## src/rtl/dec_pkg.sv

```systemverilog
// Shared definitions for the serial decimator frame receiver.
// Latency: n/a (package only).
// Backpressure: n/a (package only).
// Contents: default frame width and FIFO depth, receiver state encoding,
// saturating 8-bit increment used by the abort counter.
package dec_pkg;

    localparam int DEC_DATA_W     = 22;
    localparam int DEC_FIFO_DEPTH = 4;

    typedef enum logic {
        ST_IDLE  = 1'b0,
        ST_SHIFT = 1'b1
    } rx_state_t;

    function automatic logic [7:0] sat_inc8(input logic [7:0] v);
        return (v == 8'hFF) ? v : v + 8'd1;
    endfunction

endpackage

```

## src/rtl/dec_sync_fifo.sv

```systemverilog
// Single-clock FIFO with registered occupancy count and first-word fall-through head.
// Latency: a word pushed into an empty FIFO is visible at pop_dat on the next cycle.
// Backpressure: push when full is dropped unless a pop happens in the same cycle; pop when empty is ignored.
// Ports: clk/rst (sync, active-high); push/push_dat write side; pop/pop_dat read side
// (pop_dat is zero while empty); full, empty, level (0..DEPTH) status.
module dec_sync_fifo #(
    parameter int WIDTH = 22,
    parameter int DEPTH = 4
) (
    input  logic                     clk,
    input  logic                     rst,
    input  logic                     push,
    input  logic [WIDTH-1:0]         push_dat,
    input  logic                     pop,
    output logic [WIDTH-1:0]         pop_dat,
    output logic                     full,
    output logic                     empty,
    output logic [$clog2(DEPTH):0]   level
);

    localparam int AW = $clog2(DEPTH);
    localparam int LW = AW + 1;

    logic [WIDTH-1:0] mem [DEPTH];
    logic [AW-1:0]    wr_ptr;
    logic [AW-1:0]    rd_ptr;
    logic [LW-1:0]    cnt;
    logic             do_push;
    logic             do_pop;

    assign full    = (cnt == LW'(DEPTH));
    assign empty   = (cnt == '0);
    assign level   = cnt;
    assign do_pop  = pop && !empty;
    // A full FIFO still accepts a push when the head leaves in the same cycle;
    // the write lands in the slot being vacated.
    assign do_push = push && (!full || do_pop);
    assign pop_dat = empty ? '0 : mem[rd_ptr];

    // Storage carries no reset; only pointers and count define validity.
    always_ff @(posedge clk) begin
        if (do_push) begin
            mem[wr_ptr] <= push_dat;
        end
    end

    always_ff @(posedge clk) begin
        if (rst) begin
            wr_ptr <= '0;
            rd_ptr <= '0;
            cnt    <= '0;
        end else begin
            // Power-of-two depth: pointers wrap naturally.
            if (do_push) wr_ptr <= wr_ptr + AW'(1);
            if (do_pop)  rd_ptr <= rd_ptr + AW'(1);
            case ({do_push, do_pop})
                2'b10:   cnt <= cnt + LW'(1);
                2'b01:   cnt <= cnt - LW'(1);
                default: cnt <= cnt;
            endcase
        end
    end

endmodule

```

## src/rtl/dec_frame_rx.sv

```systemverilog
// Deserialises MSB-first frames delimited by a sync pulse and queues completed words.
// Latency: completed word is at m_data_o/m_valid_o one cycle after its LSB (empty FIFO).
// Backpressure: valid/ready pop; words arriving to a full FIFO without a pop are dropped and flag ovf_o.
// Ports: clk, rst (sync, active-high); data_i/frame_sync_i serial input; m_data_o/m_valid_o/m_ready_i
// output stream; level_o occupancy; ovf_o sticky overflow with ovf_clr_i; frame_err_o aborted-frame count.
module dec_frame_rx
    import dec_pkg::*;
#(
    parameter int DATA_W     = DEC_DATA_W,
    parameter int FIFO_DEPTH = DEC_FIFO_DEPTH
) (
    input  logic                          clk,
    input  logic                          rst,
    input  logic                          data_i,
    input  logic                          frame_sync_i,
    output logic signed [DATA_W-1:0]      m_data_o,
    output logic                          m_valid_o,
    input  logic                          m_ready_i,
    output logic [$clog2(FIFO_DEPTH):0]   level_o,
    output logic                          ovf_o,
    input  logic                          ovf_clr_i,
    output logic [7:0]                    frame_err_o
);

    localparam int CW = $clog2(DATA_W);

    rx_state_t         state_q, state_d;
    logic [CW-1:0]     cnt_q, cnt_d;
    // Holds the first DATA_W-1 bits; the LSB is taken straight from data_i.
    logic [DATA_W-2:0] sr_q, sr_d;
    logic              push;
    logic              abort;
    logic [DATA_W-1:0] word;
    logic [DATA_W-1:0] fifo_dat;
    logic              fifo_full;
    logic              fifo_empty;
    logic              pop_acc;

    assign word = {sr_q, data_i};

    always_comb begin
        state_d = state_q;
        cnt_d   = cnt_q;
        sr_d    = sr_q;
        push    = 1'b0;
        abort   = 1'b0;
        case (state_q)
            ST_IDLE: begin
                if (frame_sync_i) begin
                    state_d = ST_SHIFT;
                    cnt_d   = CW'(1);
                    sr_d    = '0;
                    sr_d[0] = data_i;
                end
            end
            ST_SHIFT: begin
                if (frame_sync_i) begin
                    // Sync always wins, even on the LSB cycle: restart on this bit.
                    abort   = 1'b1;
                    cnt_d   = CW'(1);
                    sr_d    = '0;
                    sr_d[0] = data_i;
                end else if (cnt_q == CW'(DATA_W - 1)) begin
                    push    = 1'b1;
                    state_d = ST_IDLE;
                    cnt_d   = '0;
                end else begin
                    sr_d    = sr_q << 1;
                    sr_d[0] = data_i;
                    cnt_d   = cnt_q + CW'(1);
                end
            end
            default: begin
                state_d = ST_IDLE;
                cnt_d   = '0;
            end
        endcase
    end

    always_ff @(posedge clk) begin
        if (rst) begin
            state_q <= ST_IDLE;
            cnt_q   <= '0;
            sr_q    <= '0;
        end else begin
            state_q <= state_d;
            cnt_q   <= cnt_d;
            sr_q    <= sr_d;
        end
    end

    assign pop_acc = m_valid_o && m_ready_i;

    always_ff @(posedge clk) begin
        if (rst) begin
            ovf_o       <= 1'b0;
            frame_err_o <= '0;
        end else begin
            // A new overflow outranks a clear in the same cycle.
            if (push && fifo_full && !pop_acc) begin
                ovf_o <= 1'b1;
            end else if (ovf_clr_i) begin
                ovf_o <= 1'b0;
            end
            if (abort) begin
                frame_err_o <= sat_inc8(frame_err_o);
            end
        end
    end

    dec_sync_fifo #(
        .WIDTH (DATA_W),
        .DEPTH (FIFO_DEPTH)
    ) u_fifo (
        .clk      (clk),
        .rst      (rst),
        .push     (push),
        .push_dat (word),
        .pop      (m_ready_i),
        .pop_dat  (fifo_dat),
        .full     (fifo_full),
        .empty    (fifo_empty),
        .level    (level_o)
    );

    assign m_valid_o = !fifo_empty;
    assign m_data_o  = fifo_dat;

endmodule
```

## config.mk

```make
export PLATFORM = sky130hd
export DESIGN_NAME = dec_frame_rx
export DESIGN_NICKNAME = d
export VERILOG_FILES = /design/src/rtl/dec_pkg.sv /design/src/rtl/dec_sync_fifo.sv /design/src/rtl/dec_frame_rx.sv
export SDC_FILE = /design/constraint.sdc
export NUM_CORES = 1
export LEC_CHECK = 0
export ABC_AREA = 1
export CAP_MARGIN = 30
export CORE_MARGIN = 1
export CORE_UTILIZATION = 50
export CTS_BUF_LIST = sky130_fd_sc_hd__clkbuf_8 sky130_fd_sc_hd__clkbuf_16
export DETAILED_ROUTE_END_ITERATION = 6
export GPL_ROUTABILITY_DRIVEN = 0
export GPL_TIMING_DRIVEN = 0
export PLACE_DENSITY = 0.7
export REMOVE_ABC_BUFFERS = 1
export SETUP_SLACK_MARGIN = 0.2
export SYNTH_ARGS = -nofsm -noshare
export SYNTH_HDL_FRONTEND = slang
export SYNTH_SLANG_ARGS = --single-unit
```

## constraint.sdc

```tcl
create_clock -name clk -period 7.7 [get_ports clk]
set_clock_uncertainty 0.2 [all_clocks]
set_input_delay 1.155 -clock clk [delete_from_list [all_inputs] [get_ports clk]]
set_output_delay 1.155 -clock clk [all_outputs]
set_load 0.02 [all_outputs]
```

==> results of run 1 <==
==> power groups by stage <==
| stage | combinational, uW | sequential, uW | clock (uW) |
|---|---|---|---|
| after floorplan | 13.2 | 772 | 0 |
| after global placement | 25.4 | 772 | 0 |
| after detailed placement | 28.0 | 772 | 0 |
| after CTS | 28.0 | 757 | 800 |
| after global routing | 30.5 | 757 | 832 |
| final | 28.0 | 757 | 793 |
==> per-stage QoR <==
stage          instances  worst slack (ns)  utilization [%]  area (um2)  total power [uW]
4_1_cts              735              3.30             62.1        6700              1590
2_1_floorplan        516              4.47                -        5370               786
3_5_place_dp         703              3.85             56.6        6110               800
3_3_place_gp         696              2.90             55.1        5940               798
5_1_grt              735              3.11             62.1        6700              1620
6_report             735              3.31             62.1        6700              1580
==> layout by cell type, fill, tap and decap left out, types with 2 or more instances in the layout <==
| master | count |
|---|---|
| nor3_1 | 2 |
| nand4_1 | 7 |
| ha_1 | 8 |
| nor2_1 | 110 |
| nand3_1 | 49 |
| o21ai_1 | 2 |
| inv_1 | 31 |
| clkinvlp_4 | 3 |
| bufinv_16 | 3 |
| clkbuf_16 | 16 |
| buf_16 | 4 |
| a21oi_1 | 60 |
| edfxtp_1 | 88 |
| clkdlybuf4s50_1 | 40 |
| clkinv_4 | 2 |
| o21ai_0 | 47 |
| buf_8 | 3 |
| nor2_2 | 6 |
| dfxtp_1 | 44 |
| nand2_1 | 44 |
| inv_6 | 4 |
| inv_2 | 5 |
| o211ai_1 | 2 |
==> path summary, 6_finish.rpt <==
check / from / end / cells after the start
setup / recovery: flip-flop / m_data_o[5] / 4
hold reg to reg: ovf_o / ovf_o / 2
setup reg to reg: cnt_q[0] / u_fifo.mem[2][4] / 8
hold / removal: ovf_o / ovf_o / 2
==> cells by family (layout without fill, tap and decap cells) <==
family	count (synthesis)	count (layout)	synth area share (%)
and+or+nand+nor	226	226	18.0
DFF	133	133	64.0
AOI/OAI and AO/OA	112	112	10.2
buffers and inverters	64	114	5.34
adders and majority gates	9	9	2.17
xor gates and xnor gates	1	1	0.158
==> area by class of cell <==
class                           instances  share of cell area [%]
Timing Repair Buffer                   47                    8.29
Clock buffer                           17                    6.18
Inverter                               35                    1.96
Clock inverter                         15                    2.65
Tap cell                              140                    2.61
Multi-Input combinational cell        348                    25.4
Sequential cell                       133                    52.9
==> registers in the layout (all words and copies together), names as in the netlist, named ones only <==
| register | cells |
|---|---|
| u_fifo.mem | 88 |
| sr_q | 21 |
| frame_err_o | 8 |
| cnt_q | 5 |
| u_fifo.level | 3 |
| u_fifo.rd_ptr | 2 |
| u_fifo.wr_ptr | 2 |
| ovf_o | 1 |
| state_q | 1 |
==> critical path, delay by kind of cell, from the launching register on <==
kind,cells,cell delay (ns)
flip-flops,1,0.92
AO/OA/AOI/OAI,2,0.47
buffers and inverters,2,1.11
==> per-layer routing <==
layer	GRT usage, %	wire length, um	vias up
met1	23.9	4610	1893
li1	-	-	1950
met4	7.93	157	0
met5	0	0	-
met3	4.86	573	17
met2	38.7	5920	118
==> results.toml, run 1 <==
[outcome]
status = "completed"

[critical_path]
critPathLaunchType = "flip-flop"
slowest_delay_ns = 0.92
crit_required_ns = 6.34
r2r_setup_slack_ns = 4.89
cp.arrival_ns = 3.04
crit_chain = "inv_2 > o21ai_0 > a21oi_1 > clkdlybuf4s50_1"
crit_path_end_kind = "output pin"
cp_max_fo = 45
path_class = "flip-flop to output pin"
crit_slowest_cell = "dfxtp_2"

[synth]
ys_ff_latch = 133
yosys_warnings = 0
yosysTopAreaCellShare_pct = 47.8
yosysTopAreaCell = "edfxtp_1"
syn_avg_cell_area_um2 = 10.2
synth-edff-count = 88
synth_most_common_cell = "nor2_1"
yosys-top-cells-count = "nor2_1, edfxtp_1, a21oi_1, nand3_1, o21ai_0"
synth-seq-area-share_pct = 64.0
syn_area_um2 = 5530
synthCells = 545
synth_cell_types = 30
ys_async_sr_fraction_pct = 0
synth_area_leaders = "edfxtp_1, dfxtp_1, nor2_1"
synthFlopType = "edfxtp_1"

[sta]
relSlewSlack_pct = 39.6
slew_violations = 0
fin_crit_ns = 4.39
max_freq_mhz = 228
rsz0062_at_grt = "false"
fin_setup_tns_ns = 0
hold_slack_ns = 0.291
finalCritPeriodShare_pct = 57.0
setup_viol_count_final = 0
worst_pin_slew_ns = 0.906
finalHoldViolations = 0

[global_routing]
grt_pass1_wl_um = 18300
grt_antenna_before_repair = 0
grt_pass1_vias = 3879
grt_max_degree = 46
grt_overflow = 0
grt_util_all_layers_pct = 21.2

[routing]
drt_iter0_drc = 271
viasPerCell = 5.41
drtPass1Iterations = 5
num_vias = 3978
finalWirelength_um = 11300
ant_nets = 0
drc_errors = 0
wl_per_cell_um = 15.3

[floorplanning]
start_util_pct = 51.3
die_x_um = 107
ioPinCount = 41
die-area_um2 = 11500
core_area_um2 = 10800
num_rows = 38
fp.dieH_um = 107

[clocking]
cts_tree = "done"
htreeDepth = 4
cts_buffer_depth = 2
cts_made_buffers = 17
clock_latency_ns = 0.52
cts_resized = 0
cts_sinks = 133
cts_setup_buffers = 0
cts_hold_buf = 0
root_buffer = "clkbuf_8"
clk_pin_slew_ns = 0.06

[pwr]
power_density_nw_per_um2 = 235
power.share.switching_pct = 20.3
seq_power_share_pct = 48.0
peakVddDrop_mv = 0.125
combPwrFrac_pct = 1.8
p_leak_uw = 0.00236
internal_power_uw = 1260
p_switching_uw = 321
pwr-share-clk_pct = 50.2

[placement]
dp_hpwl_um = 6720
portBuffers = 40

[cells_and_area]
drive_gt1_share_pct = 9.41
area_growth_pct = 21.1
fill_cells = 857
multi_input_area_um2 = 1700
seq_area_um2 = 3540
insertedDiodeCount = 0
fin_nets = 597

[job]
drv_cap = 0

[hold_path]
hold_path_class = "flip-flop to flip-flop"
(Power assumes the default switching activity.)
==> run 2, diff against run 1 <==
--- a/config.mk
+++ b/config.mk
@@ -13,7 +13,7 @@
 export DETAILED_ROUTE_END_ITERATION = 6
 export GPL_ROUTABILITY_DRIVEN = 0
 export GPL_TIMING_DRIVEN = 0
-export PLACE_DENSITY = 0.7
+export PLACE_DENSITY = 0.72
 export REMOVE_ABC_BUFFERS = 1
 export SETUP_SLACK_MARGIN = 0.2
 export SYNTH_ARGS = -nofsm -noshare
==> constraint.sdc (replaced) <==
create_clock -name clk -period 3.6 [get_ports clk]
set_clock_uncertainty 0.2 [all_clocks]
set_input_delay 0.54 -clock clk [delete_from_list [all_inputs] [get_ports clk]]
set_output_delay 0.54 -clock clk [all_outputs]
set_load 0.02 [all_outputs]
==> run 2 against run 1 <==
Effect of this change: cell area up 0.26%; clock power increased by 120%; sequential cell count unchanged; sequential power is 110% higher; worst hold slack worse by 0.011 ns; largest power group unchanged.
==> results.toml, run 2 (synthesis gave the netlist of run 1 again) <==
[global_routing]
grt_max_degree = 46
grt_antenna_before_repair = 0
grt_pass1_vias = 3889
grt_overflow = 0
grt_pass1_wl_um = 18700
grt_util_all_layers_pct = 21.7

[floorplanning]
num_rows = 38
die_x_um = 107
fp.dieH_um = 107
core_area_um2 = 10800
ioPinCount = 41
start_util_pct = 51.3
die-area_um2 = 11500

[routing]
ant_nets = 0
drt_iter0_drc = 246
drtPass1Iterations = 5
finalWirelength_um = 11500
viasPerCell = 5.42
drc_errors = 0
num_vias = 4004
wl_per_cell_um = 15.5

[critical_path]
critPathLaunchType = "flip-flop"
r2r_setup_slack_ns = 0.77
crit_chain = "inv_1 > nand2_1 > nor2_2 > buf_8 > a21oi_1 > clkdlybuf4s50_1"
cp_max_fo = 14
critical_path_depth = 6
path_class = "flip-flop to output pin"
r2r_start = "cnt_q[0]"
crit_path_end_kind = "output pin"
slowest_delay_ns = 0.57
r2r_end = "u_fifo.mem[1][7]"
path_buf_inv = 3
crit_family = "buffers and inverters"
crit_slowest_cell = "nor2_2"
crit_required_ns = 2.86
rr_worst_depth = 8
cp.arrival_ns = 2.50

[clocking]
clk_pin_slew_ns = 0.06
cts_tree = "done"
root_buffer = "clkbuf_8"
cts_sinks = 133
htreeDepth = 4
cts_buffer_depth = 2
clock_latency_ns = 0.52
cts_made_buffers = 17

[cells_and_area]
drive_gt1_share_pct = 10.7
regMostFlops = "u_fifo.mem"
final_cell_mix = "nor2_1, edfxtp_1, a21oi_1"
layout_commonest_cell = "nor2_1"
largest_reg_flops = 88
top_regs = "u_fifo.mem: 88 flops, sr_q: 21 flops, frame_err_o: 8 flops"
fin_nets = 601
insertedDiodeCount = 0
area_growth_pct = 21.5

[sta]
setup_viol_count_final = 0
fin_crit_ns = 3.24
finalHoldViolations = 0
rsz0062_at_grt = "false"
finalCritPeriodShare_pct = 90.0
fin_setup_tns_ns = 0
layout_setup_ws_ns = 0.360
relSlewSlack_pct = 45.9
max_freq_mhz = 309
hold_slack_ns = 0.280
slew_violations = 0
worst_pin_slew_ns = 0.810

[pwr]
peakVddDrop_mv = 0.360
p_leak_uw = 0.00235
power_density_nw_per_um2 = 507

[hold_path]
whs_path_depth = 2
whs_endpoint = "cnt_q[3]"
min-delay-start = "cnt_q[3]"
hold_path_class = "flip-flop to flip-flop"

[placement]
portBuffers = 40
dp_hpwl_um = 6660
preCtsSetupSlack_ns = 0.376

[job]
drv_cap = 0

[outcome]
status = "completed"
==> run 2: cell type report <==
class	count	area, um2
Fill cell	830	4070
Sequential cell	133	3550
Multi-Input combinational cell	348	1700
Timing Repair Buffer	50	541
Clock buffer	18	428
Clock inverter	14	176
Tap cell	140	175
Inverter	35	138
Timing Repair inverter	1	7.51
==> run 2: per-layer routing <==
metal  share of wire (%)  global-route usage (%)
met3                 4.4                    4.92
met4                 1.9                    9.88
met5                   0                       0
met2                  52                    38.5
met1                  42                    24.8
==> run 2: per-stage QoR <==
| stage | total power, uW | std cells | utilization [%] | cell area [um2] |
|---|---|---|---|---|
| floorplan | 1680 | 516 | - | 5370 |
| global placement | 1710 | 696 | 55.1 | 5940 |
| detailed placement | 1710 | 703 | 56.3 | 6070 |
| CTS | 3420 | 739 | 62.2 | 6720 |
| global route | 3500 | 739 | 62.3 | 6720 |
| finish | 3410 | 739 | 62.3 | 6720 |
==> run 2: how the worst max path moves through the flow <==
stage	start	end	slack, ns
finish	u_fifo.level[0]	m_data_o[3]	0.36
global route	flip-flop	m_data_o[5]	0.22
CTS	flip-flop	m_data_o[15]	0.27
detailed placement	frame_sync_i	u_fifo.mem[1][19]	0.38
global placement	frame_sync_i	u_fifo.mem[1][21]	-0.56
floorplan	cnt_q[0]	u_fifo.mem[0][0]	0.81
==> run 2: worst min-delay path, delay by kind of cell (launching register included) <==
kind | cells | cell delay, ns
AND/OR/NAND/NOR | 1 | 0.06
AO/OA/AOI/OAI | 1 | 0.06
flip-flops | 1 | 0.32
==> run 2: where the power goes <==
| part | internal [uW] | leakage (uW) | switching [uW] |
|---|---|---|---|
| sequential | 1610 | 0.00117 | 5.84 |
| combinational | 18.6 | 0.000896 | 40.9 |
| clock | 1080 | 0.000280 | 653 |
==> run 2: what timing repair did <==
item                                    CTS  global route
endpoints found under the setup margin   22            13
resized for setup                         5             1
setup buffers                             3             0
hold buffers                              0             0
endpoints found under the hold margin     0             0
gates cloned                              1             0
